## config.mk

```make
export PLATFORM = sky130hd
export DESIGN_NAME = mem_loader
export DESIGN_NICKNAME = d
export VERILOG_FILES = /design/src/rtl/mem_loader.sv
export SDC_FILE = /design/constraint.sdc
export NUM_CORES = 1
export LEC_CHECK = 0
export BUFFER_PORTS_ARGS = -buffer_cell sky130_fd_sc_hd__clkbuf_2
export CAP_MARGIN = 15
export CELL_PAD_IN_SITES_DETAIL_PLACEMENT = 0
export CELL_PAD_IN_SITES_GLOBAL_PLACEMENT = 2
export CORE_MARGIN = 4
export CORE_UTILIZATION = 27
export CTS_BUF_LIST = sky130_fd_sc_hd__clkbuf_2 sky130_fd_sc_hd__clkbuf_4 sky130_fd_sc_hd__clkbuf_8
export CTS_CLUSTER_SIZE = 8
export DETAILED_ROUTE_END_ITERATION = 8
export PLACE_DENSITY = 0.93
export REMOVE_ABC_BUFFERS = 1
export SYNTH_ARGS = -nofsm -noshare
export SYNTH_HDL_FRONTEND = slang
export SYNTH_SLANG_ARGS = --single-unit
export TNS_END_PERCENT = 30
```

## constraint.sdc

```tcl
create_clock -name clk_i -period 10.3 [get_ports clk_i]
set_clock_uncertainty 0.15 [all_clocks]
set_input_delay 1.03 -clock clk_i [delete_from_list [all_inputs] [get_ports clk_i]]
set_output_delay 1.03 -clock clk_i [all_outputs]
set_load 0.03 [all_outputs]
```

## src/rtl/mem_loader.sv

```systemverilog
// Host-side loader: streams words into instruction/data memory, then releases the CPU.
// Define MEM_LOADER_DUMP_EN to build the data-memory readback path.
module mem_loader #(
    parameter int unsigned IMEM_DEPTH = 512,
    parameter int unsigned DMEM_DEPTH = 1024
) (
    input  logic        clk_i,
    input  logic        arst_i,
    input  logic        start_i,
    input  logic [9:0]  imem_words_i,
    input  logic [10:0] dmem_words_i,
    input  logic        s_valid_i,
    output logic        s_ready_o,
    input  logic [63:0] s_data_i,
    input  logic        dump_start_i,
    input  logic [10:0] dump_words_i,
    output logic        m_valid_o,
    input  logic        m_ready_i,
    output logic [63:0] m_data_o,
    output logic [63:0] addr_ext_o,
    output logic        wen_ext_o,
    output logic        ren_ext_o,
    output logic [31:0] wdata_ext_o,
    output logic [63:0] addr_ext_2_o,
    output logic        wen_ext_2_o,
    output logic        ren_ext_2_o,
    output logic [63:0] wdata_ext_2_o,
    input  logic [63:0] rdata_ext_2_i,
    output logic        cpu_enable_o,
    output logic        busy_o
);

    localparam logic [10:0] ImemMax = 11'(IMEM_DEPTH);
    localparam logic [10:0] DmemMax = 11'(DMEM_DEPTH);

    typedef enum logic [2:0] {
        StIdle, StLoadI, StLoadD, StSettle, StRun
`ifdef MEM_LOADER_DUMP_EN
        , StDumpRd, StDumpOut
`endif
    } state_e;

    state_e      state_q;
    logic [10:0] cnt_q, imem_n_q, dmem_n_q;
    logic [10:0] cnt_inc, imem_clamp, dmem_clamp;

    assign cnt_inc    = cnt_q + 11'd1;
    assign imem_clamp = ({1'b0, imem_words_i} > ImemMax) ? ImemMax : {1'b0, imem_words_i};
    assign dmem_clamp = (dmem_words_i > DmemMax) ? DmemMax : dmem_words_i;

    assign s_ready_o = (state_q == StLoadI) || (state_q == StLoadD);
    assign busy_o    = !((state_q == StIdle) || (state_q == StRun));
    assign ren_ext_o = 1'b0;

`ifdef MEM_LOADER_DUMP_EN
    logic [10:0] dump_n_q, dump_clamp;
    logic        m_valid_q, ren_2_q, first_q;
    logic [63:0] m_data_q;

    assign dump_clamp = (dump_words_i > DmemMax) ? DmemMax : dump_words_i;
    assign m_valid_o  = m_valid_q;
    assign ren_ext_2_o = ren_2_q;
    // Read data arrives in the first DUMP_OUT cycle; it is registered there and held afterwards.
    assign m_data_o   = first_q ? rdata_ext_2_i : m_data_q;
`else
    logic unused_dump;
    assign unused_dump = ^{dump_start_i, dump_words_i, m_ready_i, rdata_ext_2_i};
    assign m_valid_o   = 1'b0;
    assign m_data_o    = '0;
    assign ren_ext_2_o = 1'b0;
`endif

    always_ff @(posedge clk_i or posedge arst_i) begin
        if (arst_i) begin
            state_q       <= StIdle;
            cnt_q         <= '0;
            imem_n_q      <= '0;
            dmem_n_q      <= '0;
            addr_ext_o    <= '0;
            wen_ext_o     <= 1'b0;
            wdata_ext_o   <= '0;
            addr_ext_2_o  <= '0;
            wen_ext_2_o   <= 1'b0;
            wdata_ext_2_o <= '0;
            cpu_enable_o  <= 1'b0;
`ifdef MEM_LOADER_DUMP_EN
            dump_n_q      <= '0;
            m_valid_q     <= 1'b0;
            ren_2_q       <= 1'b0;
            first_q       <= 1'b0;
            m_data_q      <= '0;
`endif
        end else begin
            wen_ext_o   <= 1'b0;
            wen_ext_2_o <= 1'b0;
`ifdef MEM_LOADER_DUMP_EN
            ren_2_q     <= 1'b0;
`endif
            unique case (state_q)
                StIdle, StRun: begin
                    if (start_i) begin
                        imem_n_q     <= imem_clamp;
                        dmem_n_q     <= dmem_clamp;
                        cnt_q        <= '0;
                        cpu_enable_o <= 1'b0;
                        if (imem_clamp != '0)      state_q <= StLoadI;
                        else if (dmem_clamp != '0) state_q <= StLoadD;
                        else                       state_q <= StSettle;
                    end
`ifdef MEM_LOADER_DUMP_EN
                    else if (dump_start_i) begin
                        dump_n_q     <= dump_clamp;
                        cnt_q        <= '0;
                        cpu_enable_o <= 1'b0;
                        if (dump_clamp != '0) begin
                            state_q      <= StDumpRd;
                            ren_2_q      <= 1'b1;
                            addr_ext_2_o <= '0;
                        end else begin
                            state_q <= StIdle;
                        end
                    end
`endif
                end
                StLoadI: begin
                    if (s_valid_i) begin
                        wen_ext_o   <= 1'b1;
                        addr_ext_o  <= {51'd0, cnt_q, 2'b00};
                        wdata_ext_o <= s_data_i[31:0];
                        if (cnt_inc == imem_n_q) begin
                            cnt_q   <= '0;
                            state_q <= (dmem_n_q != '0) ? StLoadD : StSettle;
                        end else begin
                            cnt_q <= cnt_inc;
                        end
                    end
                end
                StLoadD: begin
                    if (s_valid_i) begin
                        wen_ext_2_o   <= 1'b1;
                        addr_ext_2_o  <= {50'd0, cnt_q, 3'b000};
                        wdata_ext_2_o <= s_data_i;
                        if (cnt_inc == dmem_n_q) begin
                            cnt_q   <= '0;
                            state_q <= StSettle;
                        end else begin
                            cnt_q <= cnt_inc;
                        end
                    end
                end
                StSettle: begin
                    cpu_enable_o <= 1'b1;
                    state_q      <= StRun;
                end
`ifdef MEM_LOADER_DUMP_EN
                StDumpRd: begin
                    state_q   <= StDumpOut;
                    m_valid_q <= 1'b1;
                    first_q   <= 1'b1;
                end
                StDumpOut: begin
                    first_q <= 1'b0;
                    if (first_q) m_data_q <= rdata_ext_2_i;
                    if (m_ready_i) begin
                        m_valid_q <= 1'b0;
                        if (cnt_inc == dump_n_q) begin
                            cnt_q   <= '0;
                            state_q <= StIdle;
                        end else begin
                            cnt_q        <= cnt_inc;
                            state_q      <= StDumpRd;
                            ren_2_q      <= 1'b1;
                            addr_ext_2_o <= {50'd0, cnt_inc, 3'b000};
                        end
                    end
                end
`endif
                default: state_q <= StIdle;
            endcase
        end
    end

endmodule

```

# Word-level counts from Yosys, hierarchy flattened
# Index checks and enable logic that the tools add are counted.
# Widths: inputs -> output; s select.
# word_totals
register_bits	157
input_bits	166
output_inout_bits	296
# op_classes
add_sub_neg	1
magnitude_cmp	2
n_eq_ne	11
muxes	22
n_reduce_logical	16
# ops
operator	n
$mux 11	6
$pmux 11 s3	1
$reduce_bool 11->1	3
$eq 11x11->1	2
$mux 3	5
$pmux 3 s4	1
$add 11x1->11 const B	1
$gt 11x11->1 const B	1
$gt 10x10->1 const B	1
$mux 10	1
$reduce_and 2->1	4
$eq 3x2->1 const B	2
$mux 1	6
$ne 2x2->1 const B	3
$reduce_and 5->1	1
$ne 2x1->1 const B	2
$reduce_and 4->1	1
$eq 3x1->1 const B	1
$eq 3x3->1 const B	1
$logic_not 3->1	1
$reduce_bool 3->1	1
$logic_or 1x1->1	2
$mux 2	1
$pmux 1 s2	1
other kinds (3)	3

# Longest topological paths before layout
# Gate-level depths: netlist (run 1).
# depth
depth_word	7
depth_mapped	10
ltp_nobuf	8

# Worst setup path before layout (run 1)
# No wires, ideal clock.
# synth_path
kind	reg-to-reg
startpoint	reg cnt_q[1]
endpoint	reg cnt_q[6]
arrival_time_ns	2.356
path_slack_ns	7.662
stages_incl_launch_ff	11
path_buffers	2
cell_sequence	dfrtp_1 -> ha_1 -> clkbuf_1 -> and4_1 -> nand3_1 -> xnor2_1 -> or4_4 -> o21a_1 -> buf_6 -> o21ai_1 -> o211ai_1
# synth_via
elab_chain_cells	5
word_cells_on_any_way	8
# synth_lines
element	line	source
start, declared	44	logic [10:0] cnt_q, imem_n_q, dmem_n_q;
start signal, assigned	134	cnt_q <= cnt_inc;
start signal, assigned	147	cnt_q <= cnt_inc;
$add 11x1->11 *	47	assign cnt_inc = cnt_q + 11'd1;
$eq 11x11->1 (on tied branches)	143, 130	
$mux 11 (on tied branches)	143, 130	
$mux 11 (on tied branches)	139, 126	
$pmux 11 s3 *	99	unique case (state_q)
# Mark *: on every way between the ends. The rest lies on a longest branch, timed or not. The select of a mux whose other input is x is not followed.
# A chain may end at the register's enable or synchronous reset.

# Worst setup path in the final report (run 1)
# layout_path
startpoint	reg cnt_q[0]
endpoint	reg cnt_q[9]
# The elaborated chain is that of the path after synthesis.

==> flow_metrics.tcl, run 1 <==
set metrics [dict create \
    ys_types 56 \
    grt_max_degree 80 \
    antenna_found_initial 0 \
    dpl_worst_slack_ps 6917 \
    cts_buffers 17 \
    max-cap-violations 0 \
    fin_area_um2 9366 \
    worst-path-buf-inv 0 \
    max_freq_ghz 0.3117 \
    startpoint_type "flip-flop" \
    p_leak_uw 0.005004 \
    diodes 0 \
    fin_nets 1236 \
    rows 63 \
    rsz0062_at_grt "false" \
    cellPowerDensity_nw_per_um2 304.7 \
    core_area_um2 29720 \
    drive_gt1_share_pct 27.63 \
    crit_slowest_cell "dfrtp_1" \
    hpwlAfterDp_mm 14.71 \
    async_flop_share_pct 100.0 \
    initial_core_util_pct 27.49 \
    report.final.hold_viol_count 0 \
    drc 0 \
    outcome "complete, no violations" \
    initialDrtViolationCount 227 \
    cts-htree-levels 4 \
    period_needed_ps 3208 \
    detail_route.wl_per_cell_um 13.83 \
    cpLargestDelayFamily "simple AND/OR/NAND/NOR gates" \
    gr-total-overflow 0 \
    critPathKind "flip-flop to flip-flop" \
    setup_viol 0 \
    most-common-layout-cells "nand2_1 (266), clkbuf_2 (211), conb_1 (173)" \
    syn_area_um2 8169 \
    fin_tns_setup_ps 0 \
    ys_warn_count 0 \
    cts_max_path_buffers 2 \
    multiInputGateArea_um2 3433 \
    synthCells 872 \
    clk_pin_slew_worst_paths_ps 110 \
    grt_first_pass_wirelength_mm 30.50 \
    dr_total_vias 5906 \
    postCtsSetupRepairBufs 0 \
    slew_violations 0 \
    final_common_cell "nand2_1" \
    dpl_cell_area_um2 8961 \
    die-area_um2 33100 \
    first_pass_iters 4 \
    worst_setup_path_end_kind "flip-flop" \
    ant_nets 0 \
    cp_slowest_stage_delay_ps 630 \
    ys_ff_latch 156 \
    fill_cells 3174 \
    dp_cells 1440 \
    cts_sinks 156 \
    synth_edf_count 0 \
    cp.arrival_ps 3380 \
    cts-root-buf "clkbuf_8" \
    hold_path_class "flip-flop to flip-flop" \
    timing.final.crit_share_pct 31.14 \
    final-seq-area_um2 3904 \
    path_cells "ha_1, and4_1, nand3_1, xnor2_1, or4_4, o21a_1, nor2_4, o211ai_1" \
    grt_pass1_vias 5470 \
    fp.dieW_um 181.9 \
    tightest_slew_ps 1035 \
    maxSlewHeadroom_pct 30.85 \
    cts_tree "done" \
    final_cells 1472 \
    fin_util_pct 31.52 \
    grt_util_all_layers_pct 11.51 \
    finalWorstSetupSlack_ps 7092 \
    postSynthAreaPerCell_um2 9.368 \
    io_pins 462 \
    io_buffers 211 \
    viasPerCell 4.012 \
    clock_latency_ps 440 \
    die_h_um 181.9 \
    ir_drop_mv 0.2065 \
    cts_resized 0 \
    required_ps 10480 \
    routed_wl_mm 20.35 \
    seq_area_frac_synth_pct 47.79 \
    cp_max_fo 10 \
    ctsHoldBuffers 0 \
    globalplace.congestion 0.7877 \
    synth_ff_type "dfrtp_1" \
    area_delta_synth_final_pct 14.66 \
]
## worst reg2reg max path: stages, from the launching register on
cell and delay [ps]:
dfrtp_1 630, ha_1 390, and4_1 370, nand3_1 150, xnor2_1 170, or4_4 520, o21a_1 390, nor2_4 230
o211ai_1 100
## cells by family (layout without fill, tap and decap cells)
kind of cell	Yosys count	in the layout	share of synthesized area [%]
DFF	156	156	47.79
AOI/OAI and AO/OA	73	73	5.667
other	1	173	0.04590
and+or+nand+nor	357	357	18.89
buffers and inverters	221	259	18.27
muxes	41	41	5.652
xor gates and xnor gates	22	22	3.538
adders and majority gates	1	1	0.1531
## path summary, 6_finish.rpt
check / startpoint / endpoint / slack, ps / cells after the start
min in group asynchronous: arst_i / wdata_ext_2_o[44]$_DFFE_PP0P_ / 530 / 2
worst min register to register: wdata_ext_2_o[41]$_DFFE_PP0P_ / wdata_ext_2_o[41]$_DFFE_PP0P_ / 330 / 2
worst min-delay path: wdata_ext_2_o[41]$_DFFE_PP0P_ / wdata_ext_2_o[41]$_DFFE_PP0P_ / 330 / 2
worst max register to register: cnt_q[0]$_DFFE_PP0P_ / cnt_q[9]$_DFFE_PP0P_ / 7090 / 8
worst max-delay path: cnt_q[0]$_DFFE_PP0P_ / cnt_q[9]$_DFFE_PP0P_ / 7090 / 8
max in group asynchronous: arst_i / wdata_ext_o[23]$_DFFE_PP0P_ / 7980 / 3
## power breakdown
| group | leakage (µW) | total (µW) | switching (µW) | internal (µW) |
|---|---|---|---|---|
| sequential | 0.00195 | 1050 | 187 | 863 |
| combinational | 0.00284 | 1330 | 912 | 420 |
| clock | 0.000207 | 472 | 285 | 187 |
## layer usage
layer	global-route usage [%]	share of wire, %
met5	0	0
met4	2.582	0.73
met3	2.845	7.4
met2	19.29	48
met1	15.10	44
## sequential cells by signal (all words and copies together), names as in the netlist, 3 cells and up
| name | cells |
|---|---|
| cnt_q | 11 |
| addr_ext_2_o | 11 |
| dmem_n_q | 11 |
| state_q | 3 |
| addr_ext_o | 11 |
| wdata_ext_2_o | 64 |
| imem_n_q | 10 |
| wdata_ext_o | 32 |
## cell type report
cell class              count  area share [%]
flip-flops and latches    156           41.68
multi-input cells         667           36.66
repair buffers            215           11.59
well taps                 390           5.210
clock buffers              17           2.498
clock inverters            15           1.830
inverters                  12          0.5343
## per-stage QoR
stage               total power, µW  hold WS, ps
floorplan                      1996        301.6
global placement               2390        307.8
detailed placement             2414        311.7
CTS                            2898        335.5
global route                   3048        354.4
finish                         2854        330.8
## synthesized netlist by cell type, types with 2 or more instances
master / instances / area, µm²
o32ai_1: 2 / 17.52
nor2_1: 14 / 52.55
xnor3_1: 7 / 157.7
mux2_2: 41 / 461.7
and4_1: 3 / 26.28
or3_1: 2 / 12.51
nand4_1: 2 / 12.51
nor4_1: 6 / 37.54
xnor2_1: 7 / 61.31
a31oi_1: 4 / 25.02
xor2_1: 8 / 70.07
a21oi_1: 5 / 25.02
nor2b_1: 10 / 62.56
and3_1: 3 / 18.77
nor3_1: 6 / 30.03
buf_4: 174 / 1306
nand3_1: 8 / 40.04
o21ai_1: 4 / 20.02
and2_1: 4 / 25.02
clkbuf_1: 27 / 101.4
buf_1: 5 / 18.77
o22ai_1: 8 / 50.05
dfrtp_1: 156 / 3904
inv_1: 11 / 41.29
o211ai_1: 3 / 22.52
nand2b_1: 23 / 143.9
nand2_1: 267 / 1002
o21ai_0: 32 / 160.2
a22o_1: 3 / 26.28
(Power assumes the default switching activity.)
==> run 2, diff against run 1 <==
--- a/config.mk
+++ b/config.mk
@@ -10,11 +10,11 @@
 export CELL_PAD_IN_SITES_DETAIL_PLACEMENT = 0
 export CELL_PAD_IN_SITES_GLOBAL_PLACEMENT = 2
 export CORE_MARGIN = 4
-export CORE_UTILIZATION = 27
+export CORE_UTILIZATION = 23
 export CTS_BUF_LIST = sky130_fd_sc_hd__clkbuf_2 sky130_fd_sc_hd__clkbuf_4 sky130_fd_sc_hd__clkbuf_8
 export CTS_CLUSTER_SIZE = 8
 export DETAILED_ROUTE_END_ITERATION = 8
-export PLACE_DENSITY = 0.93
+export PLACE_DENSITY = 0.84
 export REMOVE_ABC_BUFFERS = 1
 export SYNTH_ARGS = -nofsm -noshare
 export SYNTH_HDL_FRONTEND = slang
==> constraint.sdc (replaced) <==
create_clock -name clk_i -period 2.65 [get_ports clk_i]
set_clock_uncertainty 0.15 [all_clocks]
set_input_delay 0.265 -clock clk_i [delete_from_list [all_inputs] [get_ports clk_i]]
set_output_delay 0.265 -clock clk_i [all_outputs]
set_load 0.03 [all_outputs]
==> run 2 against run 1 <==
Compared with the run above: register-to-register slack lost 7000 ps; global-route usage shrank 0.26 points; power grew to 4.2 times the previous value; via count grew 7.4%; die area grew 17%; worst setup slack lost 7000 ps.
==> flow_metrics.tcl, run 2 (synthesis results as in run 1) <==
set metrics [dict create \
    grt_util_all_layers_pct 11.26 \
    multiInputGateArea_um2 3490 \
    worstSetupPathDepth 7 \
    cpLargestDelayFamily "simple AND/OR/NAND/NOR gates" \
    grt_max_degree 73 \
    p_int_uw 6438 \
    seqPwrFrac_pct 33.7 \
    antenna_found_initial 0 \
    fin_tns_setup_ps 0 \
    cts_buffers 17 \
    grt_pass1_vias 6169 \
    cp_slowest_stage_delay_ps 560 \
    viasPerCell 3.829 \
    crit_path_start "cnt_q[0]$_DFFE_PP0P_" \
    worst_setup_path_end_kind "flip-flop" \
    report.final.hold_viol_count 0 \
    hold_slack_ps 75.25 \
    gr-total-overflow 0 \
    cp_max_fo 5 \
    fill_cells 3667 \
    fp.dieW_um 196.5 \
    tightest_slew_ps 714.2 \
    first_pass_iters 4 \
    busiest_layer "met2" \
    cts_tree "done" \
    fin_nets 1356 \
    timing.rr.start "cnt_q[0]$_DFFE_PP0P_" \
    r2r_setup_slack_ps 100 \
    initial_core_util_pct 23.48 \
    largest_register_ffs 64 \
    combPwrFrac_pct 48.7 \
    dr_total_vias 6344 \
    initialDrtViolationCount 161 \
    hold_path_class "input pin to flip-flop" \
    crit_slowest_cell "or4_4" \
    rows 68 \
    path_cells "nand2_2, or3_1, a221o_1, or4_4, o21a_4, o21ai_1, o211ai_1" \
    switchingPower_uw 5431 \
    cts-htree-levels 4 \
    ant_nets 0 \
    clock_latency_ps 440 \
    hpwlAfterDp_mm 16.56 \
    timing.final.crit_share_pct 96.10 \
    cts_sinks 156 \
    outcome "complete, no violations" \
    die_h_um 196.5 \
    core_area_um2 34800 \
    max-cap-violations 0 \
    final_common_cell "nand2_1" \
    detail_route.wl_per_cell_um 13.96 \
    cellPowerDensity_nw_per_um2 1107 \
    diodes 0 \
    area_delta_synth_final_pct 31.29 \
    cts-root-buf "clkbuf_8" \
    critPathKind "flip-flop to flip-flop" \
    required_ps 2830 \
    use_met1_pct 14.54 \
    period_needed_ps 2547 \
    final-seq-area_um2 3906 \
    worst-path-buf-inv 0 \
    drive_gt1_share_pct 28.54 \
    startpoint_type "flip-flop" \
    grt_first_pass_wirelength_mm 34.60 \
    slew_violations 0 \
    use_met2_pct 19.38 \
    globalplace.congestion 0.7723 \
    crit_path_end "cnt_q[6]$_DFFE_PP0P_" \
    max_freq_ghz 0.3927 \
    top_register "wdata_ext_2_o" \
    reg_top3 "wdata_ext_2_o: 64 flops, wdata_ext_o: 32 flops" \
    cp.arrival_ps 2730 \
    clockPowerShare_pct 17.6 \
    io_buffers 211 \
    ir_drop_mv 0.6103 \
    setup_viol 0 \
    switching_share_pct 45.76 \
    routed_wl_mm 23.13 \
    rsz0062_at_grt "true" \
    met3_usage_pct 2.513 \
    io_pins 462 \
    die-area_um2 38600 \
    p_leak_uw 0.005582 \
    maxSlewHeadroom_pct 52.27 \
    clk_pin_slew_worst_paths_ps 110 \
    r2r-end "cnt_q[6]$_DFFE_PP0P_" \
    most-common-layout-cells "nand2_1 (266), clkbuf_2 (211), conb_1 (173)" \
    drc 0 \
    cts_max_path_buffers 2 \
    r2r_cells 7 \
]
run 2: cell count changes in the layout (fill, tap and decap cells not counted), sizes merged:
cell	previous run	this run
clkinvlp	0	1
clkbuf	228	231
bufinv	0	4
buf	4	37
o21a	1	2
inv	21	12
clkinv	6	7
dlygate4sd3	0	86
run 2: timing repair:
action,CTS,global route
setup endpoints to repair,11,12
cloned,0,1
pin swaps,0,5
buffers inserted,1,1
gates resized for setup,2,14
hold buffers,86,0
endpoints found under the hold margin,165,0
run 2: area by class of cell:
cell class / instances / area share, %
Sequential cell: 156 / 36.42
Inverter: 12 / 0.4666
Tap cell: 455 / 5.308
Clock buffer: 20 / 2.508
Multi-Input combinational cell: 668 / 32.54
Clock inverter: 12 / 1.762
Timing Repair Buffer: 334 / 21.00
run 2: worst min path at each step:
stage / startpoint / end / slack [ps] / cells after the start
finish: imem_words_i[9] / imem_n_q[9]$_DFFE_PP0P_ / 80 / 2
global route: imem_words_i[9] / imem_n_q[9]$_DFFE_PP0P_ / 70 / 2
CTS: imem_words_i[9] / imem_n_q[9]$_DFFE_PP0P_ / 40 / 2
detailed placement: arst_i / wdata_ext_2_o[39]$_DFFE_PP0P_ / 190 / 2
global placement: arst_i / wdata_ext_2_o[39]$_DFFE_PP0P_ / 170 / 2
floorplan: s_data_i[0] / wdata_ext_2_o[0]$_DFFE_PP0P_ / 220 / 2
run 2: power by group through the flow:
stage / logic, µW / registers [µW] / clock network (µW)
CTS: 5790 / 4000 / 2190
global placement: 5610 / 4010 / 0
detailed placement: 5660 / 4060 / 0
global route: 6240 / 4140 / 2270
finish: 5780 / 4000 / 2090
floorplan: 2150 / 5600 / 0
run 2: stage by stage:
stage | utilization, % | cell area (µm²) | setup WS [ps] | power [µW] | cells
2_1_floorplan | - | 7367 | -1972 | 7757 | 835
3_3_place_gp | 26.80 | 9325 | -86.72 | 9620 | 1536
3_5_place_dp | 26.80 | 9325 | -139.5 | 9716 | 1536
4_1_cts | 30.63 | 10660 | 4.160 | 11980 | 1655
5_1_grt | 30.82 | 10730 | -15.20 | 12660 | 1657
6_report | 30.82 | 10730 | 103.4 | 11870 | 1657
run 2: metal layers:
metal	wire [µm]	part of all wire (%)	vias to the layer above
met3	1424	6.2	7
met2	11440	49	228
met4	174	0.75	0
met5	0	0	-
met1	10080	44	2997
li1	-	-	3112
